--- config.mk ---
export PLATFORM = sky130hd
export DESIGN_NAME = mul_issue_ctrl_flat
export DESIGN_NICKNAME = d
export VERILOG_FILES = /design/src/rtl/mul_issue_ctrl_pkg.sv /design/src/rtl/mul_issue_ctrl_if.sv /design/src/rtl/mul_sign_cond.sv /design/src/rtl/mul_issue_ctrl.sv /design/src/flat_wrapper.sv
export SDC_FILE = /design/constraint.sdc
export NUM_CORES = 1
export LEC_CHECK = 0
export CORE_ASPECT_RATIO = 0.5
export CORE_MARGIN = 8
export CORE_UTILIZATION = 50
export CTS_CLUSTER_DIAMETER = 80
export DETAILED_ROUTE_END_ITERATION = 8
export GPL_ROUTABILITY_DRIVEN = 0
export MAX_ROUTING_LAYER = met4
export PLACE_DENSITY = 0.87
export SYNTH_ARGS = -nofsm -noshare
export SYNTH_HDL_FRONTEND = slang
export SYNTH_SLANG_ARGS = --single-unit
--- constraint.sdc ---
create_clock -name clk -period 10.1 [get_ports clk]
set_input_delay 1.01 -clock clk [delete_from_list [all_inputs] [get_ports clk]]
set_output_delay 1.01 -clock clk [all_outputs]
set_load 0.01 [all_outputs]
--- src/rtl/mul_issue_ctrl_pkg.sv ---
// Shared types and constants for the multiply issue controller.
// Holds the FSM state encoding, datapath widths and the default timeout.
package mul_ctrl_pkg;

    localparam int DATA_W = 32;
    localparam int PROD_W = 64;
    localparam int REG_W  = 5;

    // Must stay above the 4-cycle multiplier latency
    localparam int TIMEOUT_CYCLES_DEF = 15;
    localparam int CNT_W_DEF          = 4;

    typedef enum logic [2:0] {
        IDLE  = 3'd0,
        ISSUE = 3'd1,
        WAIT  = 3'd2,
        DRAIN = 3'd3,
        FIX   = 3'd4,
        WB    = 3'd5
    } state_e;

endpackage

--- src/rtl/mul_issue_ctrl_if.sv ---
// Bundle of the EX-side request, multiplier-side and writeback-side signals
// of the multiply issue controller. The controller uses the master view,
// and the surrounding pipeline or multiplier uses the slave view.
interface mul_issue_ctrl_if;
    import mul_ctrl_pkg::*;

    logic                    req;
    logic                    is_signed;
    logic [DATA_W-1:0]       op_a;
    logic [DATA_W-1:0]       op_b;
    logic [REG_W-1:0]        rd_in;
    logic                    flush;
    logic                    stall;
    logic                    mul_start;
    logic [DATA_W-1:0]       mul_a;
    logic [DATA_W-1:0]       mul_b;
    logic                    mul_done;
    logic [PROD_W-1:0]       mul_result;
    logic                    wb_valid;
    logic [REG_W-1:0]        wb_rd;
    logic [DATA_W-1:0]       wb_lo;
    logic [DATA_W-1:0]       wb_hi;
    logic                    wb_ack;
    logic                    err;

    modport master (
        input  req, is_signed, op_a, op_b, rd_in, flush,
        input  mul_done, mul_result, wb_ack,
        output stall, mul_start, mul_a, mul_b,
        output wb_valid, wb_rd, wb_lo, wb_hi, err
    );

    modport slave (
        output req, is_signed, op_a, op_b, rd_in, flush,
        output mul_done, mul_result, wb_ack,
        input  stall, mul_start, mul_a, mul_b,
        input  wb_valid, wb_rd, wb_lo, wb_hi, err
    );

endinterface

--- src/rtl/mul_sign_cond.sv ---
// Combinational sign conditioning for the multiplier path.
// Produces operand magnitudes for a signed multiply and the conditional
// two's-complement negate of the unsigned 64-bit product.
module mul_sign_cond
    import mul_ctrl_pkg::*;
(
    input  logic              is_signed_i,
    input  logic [DATA_W-1:0] a_i,
    input  logic [DATA_W-1:0] b_i,
    output logic [DATA_W-1:0] mag_a_o,
    output logic [DATA_W-1:0] mag_b_o,
    input  logic              neg_i,
    input  logic [PROD_W-1:0] prod_i,
    output logic [PROD_W-1:0] prod_o
);

    // Negative operands of a signed multiply become their magnitude; the most
    // negative value maps onto itself, which is the correct unsigned magnitude.
    assign mag_a_o = (is_signed_i && a_i[DATA_W-1]) ? (~a_i + DATA_W'(1)) : a_i;
    assign mag_b_o = (is_signed_i && b_i[DATA_W-1]) ? (~b_i + DATA_W'(1)) : b_i;

    // Restore the sign of the product when exactly one operand was negative
    assign prod_o = neg_i ? (~prod_i + PROD_W'(1)) : prod_i;

endmodule

--- src/rtl/mul_issue_ctrl.sv ---
// Sequencing controller between the EX stage and the iterative multiplier.
// Stalls the front end, issues magnitudes, waits for completion, fixes the
// sign and holds the product on a writeback handshake. Flush and a hung
// multiplier (sticky err) are handled.
// Optional build macro MUL_ZERO_BYPASS_EN: a zero operand skips the
// multiplier and goes straight to writeback with a zero product.
module mul_issue_ctrl
    import mul_ctrl_pkg::*;
#(
    parameter int TIMEOUT_CYCLES = TIMEOUT_CYCLES_DEF,
    parameter int CNT_W          = CNT_W_DEF
) (
    input  logic              clk,
    input  logic              reset,
    mul_issue_ctrl_if.master  bus
);

    state_e            state_q, state_d;
    logic [CNT_W-1:0]  cnt_q, cnt_d;
    logic              neg_q, neg_d;
    logic [REG_W-1:0]  rd_q, rd_d;
    logic [DATA_W-1:0] opA_q, opA_d;
    logic [DATA_W-1:0] opB_q, opB_d;
    logic [PROD_W-1:0] prod_q, prod_d;
    logic              err_q, err_d;

    logic [DATA_W-1:0] magA;
    logic [DATA_W-1:0] magB;
    logic [PROD_W-1:0] prodFixed;
    logic [CNT_W-1:0]  cntInc;
    logic              timeoutHit;
    logic              mulStart;

    mul_sign_cond u_sign_cond (
        .is_signed_i (bus.is_signed),
        .a_i         (bus.op_a),
        .b_i         (bus.op_b),
        .mag_a_o     (magA),
        .mag_b_o     (magB),
        .neg_i       (neg_q),
        .prod_i      (prod_q),
        .prod_o      (prodFixed)
    );

    assign cntInc     = cnt_q + CNT_W'(1);
    assign timeoutHit = (cntInc == CNT_W'(TIMEOUT_CYCLES));

    // State and datapath registers, cleared asynchronously
    always_ff @(posedge clk or posedge reset) begin
        if (reset) begin
            state_q <= IDLE;
            cnt_q   <= '0;
            neg_q   <= 1'b0;
            rd_q    <= '0;
            opA_q   <= '0;
            opB_q   <= '0;
            prod_q  <= '0;
            err_q   <= 1'b0;
        end else begin
            state_q <= state_d;
            cnt_q   <= cnt_d;
            neg_q   <= neg_d;
            rd_q    <= rd_d;
            opA_q   <= opA_d;
            opB_q   <= opB_d;
            prod_q  <= prod_d;
            err_q   <= err_d;
        end
    end

    // Next-state logic; flush always wins over completion or timeout
    always_comb begin
        state_d  = state_q;
        cnt_d    = cnt_q;
        neg_d    = neg_q;
        rd_d     = rd_q;
        opA_d    = opA_q;
        opB_d    = opB_q;
        prod_d   = prod_q;
        err_d    = err_q;
        mulStart = 1'b0;
        case (state_q)
            IDLE: begin
                if (bus.req && !bus.flush) begin
                    rd_d  = bus.rd_in;
                    neg_d = bus.is_signed & (bus.op_a[DATA_W-1] ^ bus.op_b[DATA_W-1]);
                    opA_d = magA;
                    opB_d = magB;
`ifdef MUL_ZERO_BYPASS_EN
                    if (bus.op_a == '0 || bus.op_b == '0) begin
                        prod_d  = '0;
                        state_d = WB;
                    end else begin
                        state_d = ISSUE;
                    end
`else
                    state_d = ISSUE;
`endif
                end
            end
            ISSUE: begin
                cnt_d = '0;
                if (bus.flush) begin
                    state_d = IDLE;
                end else begin
                    mulStart = 1'b1;
                    state_d  = WAIT;
                end
            end
            WAIT: begin
                cnt_d = cntInc;
                if (bus.flush) begin
                    // A done arriving with the flush is already consumed
                    state_d = bus.mul_done ? IDLE : DRAIN;
                end else if (bus.mul_done) begin
                    prod_d  = bus.mul_result;
                    state_d = FIX;
                end else if (timeoutHit) begin
                    err_d   = 1'b1;
                    state_d = IDLE;
                end
            end
            DRAIN: begin
                cnt_d = cntInc;
                if (bus.mul_done) begin
                    state_d = IDLE;
                end else if (timeoutHit) begin
                    err_d   = 1'b1;
                    state_d = IDLE;
                end
            end
            FIX: begin
                if (bus.flush) begin
                    state_d = IDLE;
                end else begin
                    prod_d  = prodFixed;
                    state_d = WB;
                end
            end
            WB: begin
                if (bus.flush || bus.wb_ack) begin
                    state_d = IDLE;
                end
            end
            default: state_d = IDLE;
        endcase
    end

    assign bus.stall     = (state_q != IDLE) || (bus.req && !bus.flush);
    assign bus.mul_start = mulStart;
    assign bus.mul_a     = opA_q;
    assign bus.mul_b     = opB_q;
    assign bus.wb_valid  = (state_q == WB) && !bus.flush;
    assign bus.wb_rd     = rd_q;
    assign bus.wb_lo     = prod_q[DATA_W-1:0];
    assign bus.wb_hi     = prod_q[PROD_W-1:DATA_W];
    assign bus.err       = err_q;

endmodule

--- src/flat_wrapper.sv ---
// flat-port wrapper written by rule: the top's interface ports become plain ports
module mul_issue_ctrl_flat import mul_ctrl_pkg::*;
#(
    parameter int TIMEOUT_CYCLES = TIMEOUT_CYCLES_DEF,
    parameter int CNT_W          = CNT_W_DEF
)
  (clk, reset, bus_req, bus_is_signed, bus_op_a, bus_op_b, bus_rd_in, bus_flush, bus_mul_done, bus_mul_result, bus_wb_ack, bus_stall, bus_mul_start, bus_mul_a, bus_mul_b, bus_wb_valid, bus_wb_rd, bus_wb_lo, bus_wb_hi, bus_err);
  mul_issue_ctrl_if bus_i ();
  input  logic clk;
  input  logic reset;
  input wire logic [$bits(bus_i.req)-1:0] bus_req;
  input wire logic [$bits(bus_i.is_signed)-1:0] bus_is_signed;
  input wire logic [$bits(bus_i.op_a)-1:0] bus_op_a;
  input wire logic [$bits(bus_i.op_b)-1:0] bus_op_b;
  input wire logic [$bits(bus_i.rd_in)-1:0] bus_rd_in;
  input wire logic [$bits(bus_i.flush)-1:0] bus_flush;
  input wire logic [$bits(bus_i.mul_done)-1:0] bus_mul_done;
  input wire logic [$bits(bus_i.mul_result)-1:0] bus_mul_result;
  input wire logic [$bits(bus_i.wb_ack)-1:0] bus_wb_ack;
  output wire logic [$bits(bus_i.stall)-1:0] bus_stall;
  output wire logic [$bits(bus_i.mul_start)-1:0] bus_mul_start;
  output wire logic [$bits(bus_i.mul_a)-1:0] bus_mul_a;
  output wire logic [$bits(bus_i.mul_b)-1:0] bus_mul_b;
  output wire logic [$bits(bus_i.wb_valid)-1:0] bus_wb_valid;
  output wire logic [$bits(bus_i.wb_rd)-1:0] bus_wb_rd;
  output wire logic [$bits(bus_i.wb_lo)-1:0] bus_wb_lo;
  output wire logic [$bits(bus_i.wb_hi)-1:0] bus_wb_hi;
  output wire logic [$bits(bus_i.err)-1:0] bus_err;
  assign bus_i.req = bus_req;
  assign bus_i.is_signed = bus_is_signed;
  assign bus_i.op_a = bus_op_a;
  assign bus_i.op_b = bus_op_b;
  assign bus_i.rd_in = bus_rd_in;
  assign bus_i.flush = bus_flush;
  assign bus_i.mul_done = bus_mul_done;
  assign bus_i.mul_result = bus_mul_result;
  assign bus_i.wb_ack = bus_wb_ack;
  assign bus_stall = bus_i.stall;
  assign bus_mul_start = bus_i.mul_start;
  assign bus_mul_a = bus_i.mul_a;
  assign bus_mul_b = bus_i.mul_b;
  assign bus_wb_valid = bus_i.wb_valid;
  assign bus_wb_rd = bus_i.wb_rd;
  assign bus_wb_lo = bus_i.wb_lo;
  assign bus_wb_hi = bus_i.wb_hi;
  assign bus_err = bus_i.err;
  mul_issue_ctrl #(.TIMEOUT_CYCLES(TIMEOUT_CYCLES), .CNT_W(CNT_W)) u_core (.clk(clk), .reset(reset), .bus(bus_i));
endmodule
==> results of run 1 <==
## area by class of cell
cell class	instances	area [sq um]	area share
inverters	14	57.6	0.00490
well taps	227	284	0.0242
clock buffers	21	470	0.0400
clock inverters	9	113	0.00958
flip-flops and latches	142	3550	0.302
multi-input cells	742	4470	0.380
repair buffers	282	2810	0.239
## cell usage in the layout, fill, tap and decap left out, types with 9 or more instances in the layout
cell type / count
a211oi_1: 9
a21o_1: 13
a21oi_1: 40
a221o_1: 26
a2bb2oi_1: 9
a31oi_1: 16
and3_1: 9
clkbuf_16: 17
clkdlybuf4s50_1: 276
dfrtp_1: 142
inv_1: 13
nand2_1: 133
nand2b_1: 11
nand3_1: 15
nor2_1: 74
nor3_1: 47
nor4_1: 23
o21ai_0: 99
o22ai_1: 16
o31ai_1: 16
or2_2: 10
or3_1: 18
or4_1: 11
xnor2_1: 27
xor2_1: 35
## power groups by stage
stage,Clock [uW],Combinational [uW],Sequential [uW]
after CTS,639,1330,1100
after floorplan,0,483,1170
after global placement,0,1290,1090
final,633,1320,1110
after detailed placement,0,1330,1100
after global routing,663,1430,1150
## cells by family (layout without fill, tap and decap cells)
| logic type | Yosys count | after routing | synth area share |
|---|---|---|---|
| XOR/XNOR | 62 | 62 | 0.0657 |
| AO/OA/AOI/OAI | 289 | 289 | 0.234 |
| flip-flops | 142 | 142 | 0.430 |
| buffers and inverters | 69 | 326 | 0.0315 |
| adder cells (fa/ha/maj) | 5 | 5 | 0.00757 |
| multiplexers | 3 | 3 | 0.00363 |
| AND/OR/NAND/NOR | 383 | 383 | 0.228 |
## synthesized netlist by cell type, types with 6 or more instances
cell,count
a211oi_1,9
a21o_1,13
a21oi_1,40
a221o_1,26
a2bb2oi_1,9
a31o_2,7
a31oi_1,16
and3_1,9
clkbuf_1,49
dfrtp_1,142
inv_1,14
nand2_1,134
nand2b_1,11
nand3_1,17
nor2_1,75
nor3_1,47
nor4_1,23
o21ai_0,99
o22ai_1,16
o311ai_0,7
o31ai_1,16
o41ai_1,6
or2_2,10
or3_1,18
or4_1,11
xnor2_1,27
xor2_1,35
## worst max path at each step
stage	from	endpoint	slack (ns)	cells after the start
2_1_floorplan	reset	u_core.bus.err	5.28	1
3_3_place_gp	bus_op_b[16]	u_core.bus.mul_b[29]	6.41	7
3_5_place_dp	bus_op_a[6]	u_core.bus.mul_a[29]	6.28	7
4_1_cts	bus_flush	bus_mul_start	6.47	5
5_1_grt	bus_flush	bus_mul_start	6.36	5
6_report	bus_flush	bus_mul_start	6.48	5
## registers in the layout, summed over array words and instances, names as in the netlist
register,flops
u_core.bus.mul_a,32
u_core.prod_q,64
u_core.neg_q,1
u_core.bus.err,1
u_core.bus.wb_rd,5
u_core.state_q,3
u_core.bus.mul_b,32
u_core.cnt_q,4
## worst reg2reg max path, cell delays in order (launching register included)
cell and delay [ns]:
dfrtp_1 0.43, inv_1 0.09, ha_1 0.18, or4b_1 0.52, nor4_1 0.52, nand2_1 0.36, nor2_1 0.71, a211oi_1 0.17
a221o_1 0.29
## per-stage QoR
step | hold WS, ns | instances | worst slack, ns | instance area, sq um | total power [uW]
floorplan | 0.475 | 953 | 5.28 | 8260 | 1650
global placement | 0.442 | 1407 | 6.41 | 11200 | 2380
detailed placement | 0.469 | 1407 | 6.28 | 11200 | 2430
CTS | 0.483 | 1437 | 6.47 | 11800 | 3080
global route | 0.492 | 1437 | 6.36 | 11800 | 3240
finish | 0.479 | 1437 | 6.48 | 11800 | 3060
## per-layer routing
metal	share of wire	routed length, microns
met5	0	0
met4	0.037	1020
met3	0.061	1680
met2	0.49	13600
met1	0.41	11500
==> metrics.txt, run 1 <==
Finish-stage setup viols 0; CP arrival 2.61 ns; met2 Resource Use GR 0.432; Worst setup EP type primary output; CORE AREA 16300 sq um; final antenna-violating net count 0; internal power 1920 uW; Worst Path Max Fanout 5; DR vias/cell 5.95; port buffer count 276; clk sinks 142; worst-skew pair later-pin latency 0.42 ns; GRT busiest layer met2; Mapped Avg Cell Area 8.67 sq um; global-route wire length before repair 43900 microns; hold violation total from the final report 0; Vias 8544; Hold Crit Depth 2; share of cells above drive strength 1 0.0579; Comb pwr share 0.431; largest net degree at the start of global routing 129; slowest cell delay on critical path 0.57 ns; leak pwr 0.00464 uW; area leader, netlist dfrtp_1; Syn. warnings 0; gr ovfl total 0; Worst EP required 9.09 ns; switching share of power 0.373; hold buffer count at CTS 0; power density cells 261 nW/um^2; clock root cell clkbuf_16; clock share of power 0.206; CTS tree built; Synth top area share 0.430; Die Area 21100 sq um; Post-synth EDFFs 0; Setup CP Type input port to primary output; DRC 0; distinct cell type count after synthesis 60; total track usage 0.264; antenna fix cells 0; I/O Pins 277; Sw Pwr 1140 uW; TritonCTS Buffers 17; worst hold start u_core.bus.mul_b[20]; hold endpoint u_core.bus.mul_b[20]; Mapped Area 8260 sq um; Post-CTS Repair Setup Buffers 0; average wire per standard cell 19.4 microns; Synth Instances 953; Tcrit/Tclk final 0.358; drt pass-1 iters 5; H-tree Lvls 4; worst reg2reg endpoint u_core.prod_q[54]; grt met1 use 0.320; Worst Skew 0.00964 ns; CTS Buffer Depth 2; Max-Cap Viols 0; Synth Flop Type dfrtp_1; PostCTS Resize Cnt 0; sequential area share after synthesis 0.430; internal reg-to-reg setup slack 6.72 ns; status finished clean; syn_nets 1098; WP buf/inv 2; initial core utilization 0.508; critical-path cell list clkdlybuf4s50_1 > nor2_1 > nand2_1 > nor2_1 > clkdlybuf4s50_1; DR iter-0 viols 531; clock transition at the registers of the reported paths 0.07 ns; setup TNS 0 ns; vias in the first global route 8341; Die Width 198 microns; Util after Layout 0.723; Reg2Reg Launch Point u_core.prod_q[1]; CP max stage cell clkdlybuf4s50_1; unrepaired setup endpoints after global routing no; Slew @ Worst Pin 1.09 ns; Synth area leaders dfrtp_1 43%, nand2_1 6.1%, o21ai_0 6.0%; Seq pwr share 0.362; Fillers 1253; Slew HR 0.273; startpoint types input port; Worst Reg-to-Reg Cells 8; Slew Limit Fails 0; peak supply drop 0.140 mV; placement row count 33; minimum clock period 3.62 ns; post-DP HPWL 20200 microns; Worst Hold Class flop to flop; antenna violations before repair 0; GR Util met3 0.0463; Area growth syn-to-layout 42.3%; Final nets 1344; FF+latch count, synth 142; Async SR Flop Fraction 1.00; family with the most delay on the worst path buffers and inverters; Die Ht 107 microns; final WL 27800 microns; highest clock rate 276 MHz
Note: power is estimated with default switching activity, not from simulation.
==> run 2, diff against run 1 <==
CORE_UTILIZATION = 47   (was 50)
PLACE_DENSITY = 0.82   (was 0.87)
clock period = 3.5 ns   (was 10.1 ns; I/O delays follow)
==> metrics.txt, run 2 (synthesis results as in run 1) <==
dpl ws 0.346 ns (-5.94 ns); startpoint types flop; Finish-stage setup viols 0 (unchanged); DRC 0 (unchanged); CP arrival 3.43 ns (+0.82 ns); unrepaired setup endpoints after global routing no; antenna violations before repair 0 (unchanged); Die Area 22300 sq um (+5.6%); Die Width 204 microns (+2.9%); clock transition at the registers of the reported paths 0.07 ns (about the same); H-tree Lvls 4 (unchanged); PostCTS Resize Cnt 0 (unchanged); highest clock rate 322 MHz; Final nets 1353 (+0.67%); port buffer count 276 (unchanged); setup TNS 0 ns (unchanged); hold violation total from the final report 0 (unchanged); Slew @ Worst Pin 0.862 ns (-0.229 ns); average wire per standard cell 19.7 microns (+1.5%); most frequent cells in the layout 276 x clkdlybuf4s50_1, 142 x dfrtp_1, 133 x nand2_1; number of flip-flops in the largest register 64 (unchanged); Hold Crit Depth 3 (+1); worst reg2reg endpoint u_core.prod_q[52]; clk sinks 142 (unchanged); Tcrit/Tclk final 0.888; Worst Skew 0.0116 ns (+0.00192 ns); worst-skew pair later-pin latency 0.42 ns (about the same); DR iter-0 viols 667 (+26%); CTS tree built; CORE AREA 17300 sq um (+6.4%); most common cell after layout, fill and taps aside clkdlybuf4s50_1; I/O Pins 277 (unchanged); DR vias/cell 5.88 (-1.0%); Hold Worst Slack 0.457 ns (-0.0219 ns); Worst Reg-to-Reg Cells 9 (+1); Slew HR 0.425 (+0.153); TritonCTS Buffers 17 (unchanged); Area growth syn-to-layout 44.5%; initial core utilization 0.477 (-0.0307); Critical Path Source u_core.prod_q[0]; Die Ht 110 microns (+2.7%); placement row count 34 (+3.0%); largest net degree at the start of global routing 143 (+11%); Slew Limit Fails 0 (unchanged); global-route wire length before repair 45300 microns (+3.1%); leak pwr 0.00474 uW (+2.2%); power density cells 765 nW/um^2 (+190%); Vias 8556 (+0.14%); CTS Buffer Depth 2 (unchanged); Post-CTS Repair Setup Buffers 0 (unchanged); post-DP HPWL 20900 microns (+3.4%); vias in the first global route 8517 (+2.1%); status finished clean; drt pass-1 iters 6 (+1); Biggest register u_core.prod_q; Setup CP Type flop to flop; total track usage 0.257 (-0.00716); antenna fix cells 0 (unchanged); hold buffer count at CTS 0 (unchanged); final WL 28600 microns (+2.7%); hold endpoint u_core.bus.wb_rd[1]; clock root cell clkbuf_16; share of cells above drive strength 1 0.0664 (+0.00854); peak supply drop 0.455 mV (+230%); minimum clock period 3.11 ns; final setup margin 0.391 ns (-6.09 ns); Worst EP required 3.82 ns (-5.27 ns); Reg2Reg Launch Point u_core.prod_q[0]; final antenna-violating net count 0 (unchanged); Worst Path Max Fanout 8 (+3); worst hold start bus_rd_in[1]; Max-Cap Viols 0 (unchanged); Worst Hold Class input port to flop; gr ovfl total 0 (unchanged); internal reg-to-reg setup slack 0.39 ns (-6.33 ns); Worst setup EP type flop
## run 2: cell types whose count changed in the layout (fill, tap and decap cells not counted)
cell / previous run / this run
clkbuf_1: 1 / 0
clkinv_2: 1 / 2
bufinv_16: 2 / 6
buf_4: 6 / 13
buf_12: 0 / 2
clkinvlp_4: 4 / 2
clkinv_4: 2 / 4
clkbuf_8: 3 / 0
## run 2: worst max-delay path: stages, from the launching register on
cell	delay [ns]
dfrtp_1	0.42
inv_1	0.09
ha_1	0.19
or4b_1	0.53
nor4_1	0.56
nand2_1	0.35
nor2_1	0.39
buf_4	0.22
a21oi_1	0.07
a311oi_1	0.19
## run 2: per-stage QoR
stage	utilization	cell area, sq um	cells	power, uW
3_3_place_gp	0.651	11300	1423	6920
5_1_grt	0.690	11900	1454	9660
4_1_cts	0.690	11900	1454	9170
3_5_place_dp	0.651	11300	1423	7050
6_report	0.690	11900	1454	9130
2_1_floorplan	-	8270	953	4760
## run 2: worst max path at each step
stage	to	cells past startpoint
floorplan	u_core.prod_q[57]	6
global placement	u_core.bus.mul_a[29]	7
detailed placement	u_core.bus.mul_a[29]	7
CTS	u_core.prod_q[52]	9
global route	u_core.prod_q[52]	9
finish	u_core.prod_q[52]	9
## run 2: power breakdown
part	internal, uW	total [uW]	switching [uW]
Combinational	2060	3840	1780
Sequential	2400	3210	809
Clock	1340	2080	745
Total	5790	9130	3330
## run 2: layout make-up
cell class | count | area (sq um)
flip-flops and latches | 142 | 3550
repair buffers | 291 | 2900
inverters | 14 | 56.3
clock buffers | 17 | 425
well taps | 234 | 293
multi-input cells | 742 | 4470
fillers | 1359 | 5380
clock inverters | 14 | 241
## run 2: layer usage
metal | track usage | vias to the layer above | share of wire
met5 | - | - | 0
met4 | 0.0947 | 0 | 0.025
met3 | 0.0474 | 55 | 0.063
met2 | 0.437 | 354 | 0.50
met1 | 0.306 | 4114 | 0.41
li1 | - | 4033 | -
==> run 3, diff against run 2 <==
GPL_TIMING_DRIVEN = 1   (was not set)
==> results of run 3 <==
Same layout as run 2: the final DEF is identical, and so are final timing and power.
